==> src/rtl/vexec_if.sv <==
// Handshake and operand/result bundle between a requester and vexec_unit.
interface vexec_if #(
  parameter int WIDTH = 32,
  parameter int LANES = 5
);
  logic                   start;
  logic [2:0]             vop;
  logic [2:0]             vector_size;
  logic [WIDTH*LANES-1:0] vec_a;
  logic [WIDTH*LANES-1:0] vec_b;
  logic                   busy;
  logic                   done;
  logic                   we3;
  logic [WIDTH*LANES-1:0] wd;

  modport master (
    output start, vop, vector_size, vec_a, vec_b,
    input  busy, done, we3, wd
  );

  modport slave (
    input  start, vop, vector_size, vec_a, vec_b,
    output busy, done, we3, wd
  );
endinterface

==> src/rtl/vexec_unit.sv <==
// Multi-cycle vector execution unit: one lane per cycle through a shared datapath,
// result vector and register-file write pulse delivered in the DONE cycle.
module vexec_unit #(
  parameter int WIDTH = 32,
  parameter int LANES = 5
) (
  input  logic    clk,
  input  logic    reset,
  vexec_if.slave  bus
);

  localparam logic [1:0] S_IDLE = 2'd0;
  localparam logic [1:0] S_RUN  = 2'd1;
  localparam logic [1:0] S_DONE = 2'd2;

  localparam logic [2:0] OP_ADD = 3'b000;
  localparam logic [2:0] OP_SUB = 3'b001;
  localparam logic [2:0] OP_MUL = 3'b010;
  localparam logic [2:0] OP_AND = 3'b011;
  localparam logic [2:0] OP_ORR = 3'b100;
  localparam logic [2:0] OP_DOT = 3'b101;
  localparam logic [2:0] OP_SUM = 3'b110;

  localparam logic [2:0] LANES_N = 3'(LANES);

  logic [1:0]       state_q, state_d;
  logic [2:0]       idx_q, idx_d;
  logic [2:0]       n_q, n_d;
  logic [2:0]       op_q, op_d;
  logic [WIDTH-1:0] acc_q, acc_d;
  logic [WIDTH-1:0] a_q   [LANES];
  logic [WIDTH-1:0] a_d   [LANES];
  logic [WIDTH-1:0] b_q   [LANES];
  logic [WIDTH-1:0] b_d   [LANES];
  logic [WIDTH-1:0] res_q [LANES];
  logic [WIDTH-1:0] res_d [LANES];
  logic [WIDTH-1:0] wd_q  [LANES];
  logic [WIDTH-1:0] wd_d  [LANES];

  logic [2:0]       n_in;
  logic [WIDTH-1:0] lane_a, lane_b, prod, elem;
  logic             is_elem, is_red;

  assign n_in    = (bus.vector_size > LANES_N) ? LANES_N : bus.vector_size;
  assign is_elem = (op_q <= OP_ORR);
  assign is_red  = (op_q == OP_DOT) || (op_q == OP_SUM);

  // Shared lane datapath: operands selected by the current lane index
  always_comb begin
    lane_a = a_q[idx_q];
    lane_b = b_q[idx_q];
    prod   = lane_a * lane_b;
    case (op_q)
      OP_ADD:  elem = lane_a + lane_b;
      OP_SUB:  elem = lane_a - lane_b;
      OP_MUL:  elem = prod;
      OP_AND:  elem = lane_a & lane_b;
      OP_ORR:  elem = lane_a | lane_b;
      default: elem = '0;
    endcase
  end

  always_comb begin
    state_d = state_q;
    idx_d   = idx_q;
    n_d     = n_q;
    op_d    = op_q;
    acc_d   = acc_q;
    a_d     = a_q;
    b_d     = b_q;
    res_d   = res_q;
    wd_d    = wd_q;

    case (state_q)
      S_IDLE: begin
        if (bus.start) begin
          for (int l = 0; l < LANES; l++) begin
            a_d[l]   = bus.vec_a[l*WIDTH +: WIDTH];
            b_d[l]   = bus.vec_b[l*WIDTH +: WIDTH];
            res_d[l] = '0;
          end
          op_d  = bus.vop;
          n_d   = n_in;
          idx_d = '0;
          acc_d = '0;
          if (n_in == 3'd0) begin
            state_d = S_DONE;
            for (int l = 0; l < LANES; l++) wd_d[l] = '0;
          end else begin
            state_d = S_RUN;
          end
        end
      end

      S_RUN: begin
        if (is_elem) res_d[idx_q] = elem;
        if (op_q == OP_DOT)      acc_d = acc_q + prod;
        else if (op_q == OP_SUM) acc_d = acc_q + lane_a;
        idx_d = idx_q + 3'd1;
        // Result is published to wd only on the last lane, never mid-run
        if (idx_q == n_q - 3'd1) begin
          state_d = S_DONE;
          for (int l = 0; l < LANES; l++) begin
            if (is_red) wd_d[l] = (l == 0) ? acc_d : '0;
            else        wd_d[l] = res_d[l];
          end
        end
      end

      S_DONE: state_d = S_IDLE;

      default: state_d = S_IDLE;
    endcase
  end

  always_ff @(posedge clk or posedge reset) begin
    if (reset) begin
      state_q <= S_IDLE;
      idx_q   <= '0;
      n_q     <= '0;
      op_q    <= '0;
      acc_q   <= '0;
      for (int l = 0; l < LANES; l++) begin
        a_q[l]   <= '0;
        b_q[l]   <= '0;
        res_q[l] <= '0;
        wd_q[l]  <= '0;
      end
    end else begin
      state_q <= state_d;
      idx_q   <= idx_d;
      n_q     <= n_d;
      op_q    <= op_d;
      acc_q   <= acc_d;
      a_q     <= a_d;
      b_q     <= b_d;
      res_q   <= res_d;
      wd_q    <= wd_d;
    end
  end

  assign bus.busy = (state_q != S_IDLE);
  assign bus.done = (state_q == S_DONE);
  assign bus.we3  = (state_q == S_DONE) && (n_q != 3'd0);

  for (genvar g = 0; g < LANES; g++) begin : g_pack
    assign bus.wd[g*WIDTH +: WIDTH] = wd_q[g];
  end

endmodule

==> src/flat_wrapper.sv <==
// flat-port wrapper written by rule: the top's interface ports become plain ports
module vexec_unit_flat 
#(
  parameter int WIDTH = 32,
  parameter int LANES = 5
)
  (clk, reset, bus_start, bus_vop, bus_vector_size, bus_vec_a, bus_vec_b, bus_busy, bus_done, bus_we3, bus_wd);
  vexec_if #(.WIDTH(WIDTH), .LANES(LANES)) bus_i ();
  input  logic clk;
  input  logic reset;
  input wire logic [$bits(bus_i.start)-1:0] bus_start;
  input wire logic [$bits(bus_i.vop)-1:0] bus_vop;
  input wire logic [$bits(bus_i.vector_size)-1:0] bus_vector_size;
  input wire logic [$bits(bus_i.vec_a)-1:0] bus_vec_a;
  input wire logic [$bits(bus_i.vec_b)-1:0] bus_vec_b;
  output wire logic [$bits(bus_i.busy)-1:0] bus_busy;
  output wire logic [$bits(bus_i.done)-1:0] bus_done;
  output wire logic [$bits(bus_i.we3)-1:0] bus_we3;
  output wire logic [$bits(bus_i.wd)-1:0] bus_wd;
  assign bus_i.start = bus_start;
  assign bus_i.vop = bus_vop;
  assign bus_i.vector_size = bus_vector_size;
  assign bus_i.vec_a = bus_vec_a;
  assign bus_i.vec_b = bus_vec_b;
  assign bus_busy = bus_i.busy;
  assign bus_done = bus_i.done;
  assign bus_we3 = bus_i.we3;
  assign bus_wd = bus_i.wd;
  vexec_unit #(.WIDTH(WIDTH), .LANES(LANES)) u_core (.clk(clk), .reset(reset), .bus(bus_i));
endmodule
==> config.mk <==
export PLATFORM = sky130hd
export DESIGN_NAME = vexec_unit_flat
export DESIGN_NICKNAME = d
export VERILOG_FILES = /design/src/rtl/vexec_if.sv /design/src/rtl/vexec_unit.sv /design/src/flat_wrapper.sv
export SDC_FILE = /design/constraint.sdc
export NUM_CORES = 2
export LEC_CHECK = 0
export ABC_AREA = 1
export CORE_MARGIN = 2
export CORE_UTILIZATION = 40
export DETAILED_ROUTE_END_ITERATION = 16
export PLACE_DENSITY = 0.6
export SETUP_SLACK_MARGIN = 0.05
export SYNTH_ARGS = -nofsm -noshare
export SYNTH_HDL_FRONTEND = slang
export SYNTH_SLANG_ARGS = --single-unit
==> constraint.sdc <==
create_clock -name clk -period 60.3 [get_ports clk]
set_clock_uncertainty 0.1 [all_clocks]
set_input_delay 18.09 -clock clk [delete_from_list [all_inputs] [get_ports clk]]
set_output_delay 18.09 -clock clk [all_outputs]
set_load 0.05 [all_outputs]
# == Yosys cells after proc, flatten, opt, wreduce, memory -nomap -nowiden ==
# Cells that the tools add are included.
# classes
reduce_logical,13
add_sub_neg,6
magnitude_cmp,4
n_mul,1
eq_ne,12
n_mux,33
bitwise_logic,3
# ops
operator,n
two-way mux 160 bit,5
one-hot mux 160 bit (2 select lines),2
two-way mux 32 bit,13
binary-select mux 32 bit (select 3 bit),2
bitwise mux 160 bit,1
one-hot mux 32 bit (5 select lines),1
adder 32 bit,3
demux 32 bit (select 3 bit),1
one-hot mux 32 bit (2 select lines),1
bitwise AND 32 bit,1
multiplier 32 x 32 -> 32 bit,1
OR 32 bit,1
subtractor 32 bit,1
"== test 3 bit, second input constant",3
"== test 3 x 2 -> 1 bit, second input constant",2
logical NOT 3 bit,2
two-way mux 2 bit,3
two-way mux 3 bit,2
one-hot mux 3 bit (2 select lines),1
AND reduction 2 bit,3
"greater-or-equal comparator 4 bit, second input constant",1
"< comparator 4 x 1 -> 1 bit, second input constant",1
"!= test 2 x 1 -> 1 bit, second input constant",2
NOT 3 -> 4 bit,1
other kinds (16),18
# totals
regBits,683
output_inout_bits,163
elab_cells,97

# == Logic depth before layout (Yosys ltp) ==
# depth
ltp_word,11
depth_mapped,54
ltp_nobuf,50

# == Worst setup path before layout ==
# Ideal clock, no wire load.
# synth_path
path_type,register -> output
startpoint,register u_core.state_q[0]
endpoint,output bus_we3
path_stages_with_launch,3
arrival_time_ns,2.311
slack_ns,39.799
path_buffers,0
t_required_ns,42.110
path_cell_list,dfrtp_1 > nor2_1 > a21boi_0
# synth_via
elab_chain_cells,2
# synth_rtl
item,line,rtl
"start, declared",vexec_unit.sv:26,"logic [1:0] state_q, state_d;"
"start signal, assigned",vexec_unit.sv:130,state_q <= state_d;
== test 2 bit,--,
net bus_done,flat_wrapper.sv:17,output wire logic [$bits(bus_i.done)-1:0] bus_done;
logical AND 1 bit,vexec_unit.sv:144,assign bus.we3 = (state_q == S_DONE) && (n_q != 3'd0);
"end, declared",flat_wrapper.sv:18,output wire logic [$bits(bus_i.we3)-1:0] bus_we3;
# The timed path passes the listed nets, and every way through them passes these cells.

==> metrics.txt <==
io pins approximately 500; most frequent CP cell buf_4; Row Count about 130; Layout area overhead 17.6%; CTS tree yes; Die Span X about 360 um; yosys warns 0; status finished clean; Worst Tran Pin Value around 1200 ps; TritonRoute pass-1 iters 6; DRT iter0 DRCs roughly 5000; Post-DP HPWL between 150 and 200 mm; # nets final a little over 8000; Synth Cell Area roughly 0.052 mm^2; Hold-fix buffers, CTS 0; grt ovf 0; Clock Latency Late Sink ~660 ps; number of synthesized flops with an enable pin 0; fin cells a little under 9000; initial antenna violation count 10; Buf+Inv Stages, Crit Path 7; layout cells sized above 1 4.69%; Setup TNS 0 ps; first-pass GRT wire length ~310 mm; syn avg cell area about 7.7 um^2; Cell Chain, Critical Path clkdlybuf4s50_1 -> inv_8 -> buf_4 -> buf_12 -> buf_4 -> buf_4 -> buf_4; Routed WL roughly 210 mm; area leader, netlist dfrtp_1; post-route DRC violation count 0; routed length per instance 23.1 um; Post-Route Utilization 47.3%; Max clock buf depth 3; die height between 300 and 400 um; slowest stage delay, CP ~830 ps; Critical-path top delay cell buf_4; Worst Hold Class flip-flop to flip-flop; Slew Limit Fails 0; Worst-path clk slew around 60 ps; Slew HR 17.6%; vias in the first global route between 40000 and 50000; Fin. Hold Viols 0; Critical Path Fanout Max roughly 170; sequential cell area 0.0171 mm^2; multi-input gate area in the final layout between 0.03 and 0.04 mm^2; Cells after Synth between 6000 and 7000; max_cap viols 0; Peak Freq 0.0437 GHz; CP Data Arrival Time approximately 23000 ps; startpoint types input pin; dpl cells 8819; count of cell types in the netlist between 50 and 60; Vias/cell approximately 5.4; floorplan core area between 0.1 and 0.15 mm^2; CTS HTree Levels 3; filler cell count 13000; vias roughly 48000; CTS Buf Count 76; CP required just over 60000 ps; largest net degree at the start of global routing 242; RSZ-0062 raised after global routing false; # resized after CTS 0; post-CTS setup buffer count 0; Final period util approximately 38%; #FFs+latches synth 683; fin area about 0.061 mm^2; Main synth FF type dfrtp_1; Seq/Total Area, Yosys around 33%; Post-Place Cell Area roughly 0.059 mm^2; GRT Util Overall 31.0%; Die Area about 0.13 mm^2; delay-heaviest family, CP buffers and inverters; CP Class input pin to asynchronous set/reset pin; post-route ant nets 0; # port buffers between 400 and 500; Starting Density around two fifths; RD Place Congestion 0.972; Period minus WS final about 23000 ps; Post-synth ARST share 100%; clock sink count between 600 and 700; area share of the largest cell type after synthesis 32.8%; crit end category asynchronous set/reset pin; Syn Nets 7766; endpoints failing setup 0; Synth area leaders dfrtp_1, fa_1, nand2_1; CTS root buf clkbuf_16
cells in the final DEF (no fill, tap or decap), types with 33 or more instances in the layout:
cell,instances
nand2_1,1956
inv_1,942
o21ai_0,691
dfrtp_1,680
clkdlybuf4s50_1,491
nor2_1,475
fa_1,411
a21oi_1,349
ha_1,222
nand3_1,195
buf_4,108
clkbuf_16,77
o22ai_1,68
xor2_1,65
nand4_1,64
xnor2_1,33
Yosys cell counts (3+ instances only):
library cell and number:
a211oi_1 3, a21boi_0 4, a21o_1 6, a21oi_1 349
a221oi_1 7, a22o_1 5, a31oi_1 26, a32o_1 15
buf_1 18, buf_2 36, buf_4 15, clkbuf_1 257
clkinv_1 9, dfrtp_1 683, fa_1 411, ha_1 222
inv_1 945, inv_2 26, nand2_1 1957, nand2_2 12
nand3_1 195, nand3_2 5, nand3b_1 11, nand4_1 64
nor2_1 481, nor2_2 14, nor2_4 5, nor3_1 25
nor3_2 5, nor4_1 10, o2111ai_1 11, o211ai_1 18
o21a_1 14, o21ai_0 693, o21ai_1 24, o21ai_2 3
o21bai_1 12, o221ai_1 3, o22ai_1 68, o31ai_1 4
or2_1 3, or2_2 18, xnor2_1 33, xor2_1 65
worst paths after layout:
path / slack, ps / start / cells past startpoint / end
worst min-delay path: 370 / u_core.a_q[31] / 2 / u_core.a_q[31]
max in group clk: 38540 / bus_start / 8 / u_core.a_q[103]
worst min register to register: 370 / u_core.a_q[31] / 2 / u_core.a_q[31]
worst max register to register: 46740 / u_core.idx_q[0] / 45 / u_core.bus.wd[31]
min in group asynchronous: 17940 / reset / 2 / u_core.bus.wd[35]
worst max-delay path: 37440 / reset / 7 / u_core.a_q[70]
sequential cells by signal (all words and copies together), names as in the netlist:
signal,flops
u_core.op_q,3
u_core.n_q,3
u_core.idx_q,3
u_core.state_q,2
u_core.acc_q,32
u_core.res_q,160
u_core.b_q,160
u_core.bus.wd,160
u_core.a_q,160
metal layers:
layer  GRT usage, %  vias to the layer above  routed length, um
li1               -                    22100                  -
met1           41.6                    23700              86100
met2           48.9                     2184              93000
met3           5.39                      422              16700
met4           13.9                        8              10800
met5              0                        -                 51
tightest hold or removal path, cell delays in order, from the launching register on:
cell and delay [ps]:
dfrtp_1 340, nand2_1 50, nand2_1 40
cells by family (layout without fill, tap and decap cells):
| group | after synthesis | count (layout) | synth area share (%) |
|---|---|---|---|
| adders and majority gates | 633 | 633 | 21.1 |
| other | 0 | 1 | 0 |
| DFF | 683 | 683 | 32.8 |
| buffers and inverters | 1309 | 1715 | 9.66 |
| AOI/OAI and AO/OA | 1272 | 1272 | 13.1 |
| and+or+nand+nor | 2809 | 2809 | 21.6 |
| xor gates and xnor gates | 98 | 98 | 1.65 |
layout make-up:
| cell class | count | area share, % |
|---|---|---|
| clock buffer | 111 | 3.63 |
| sequential | 683 | 27.9 |
| timing repair buffer | 601 | 9.41 |
| tap | 1742 | 3.56 |
| multi-input combinational | 4812 | 49.1 |
| clock inverter | 22 | 0.380 |
| inverter | 981 | 6.05 |
| antenna | 1 | 0.00408 |
stage by stage:
step	hold WS, ps	setup slack [ps]
floorplan	342	22960
global placement	354	36610
detailed placement	358	36590
CTS	373	37290
global route	386	36740
finish	369	37440
Power is not shown: default switching activity piles up to over one toggle a cycle in this logic, so the estimate is an artifact.
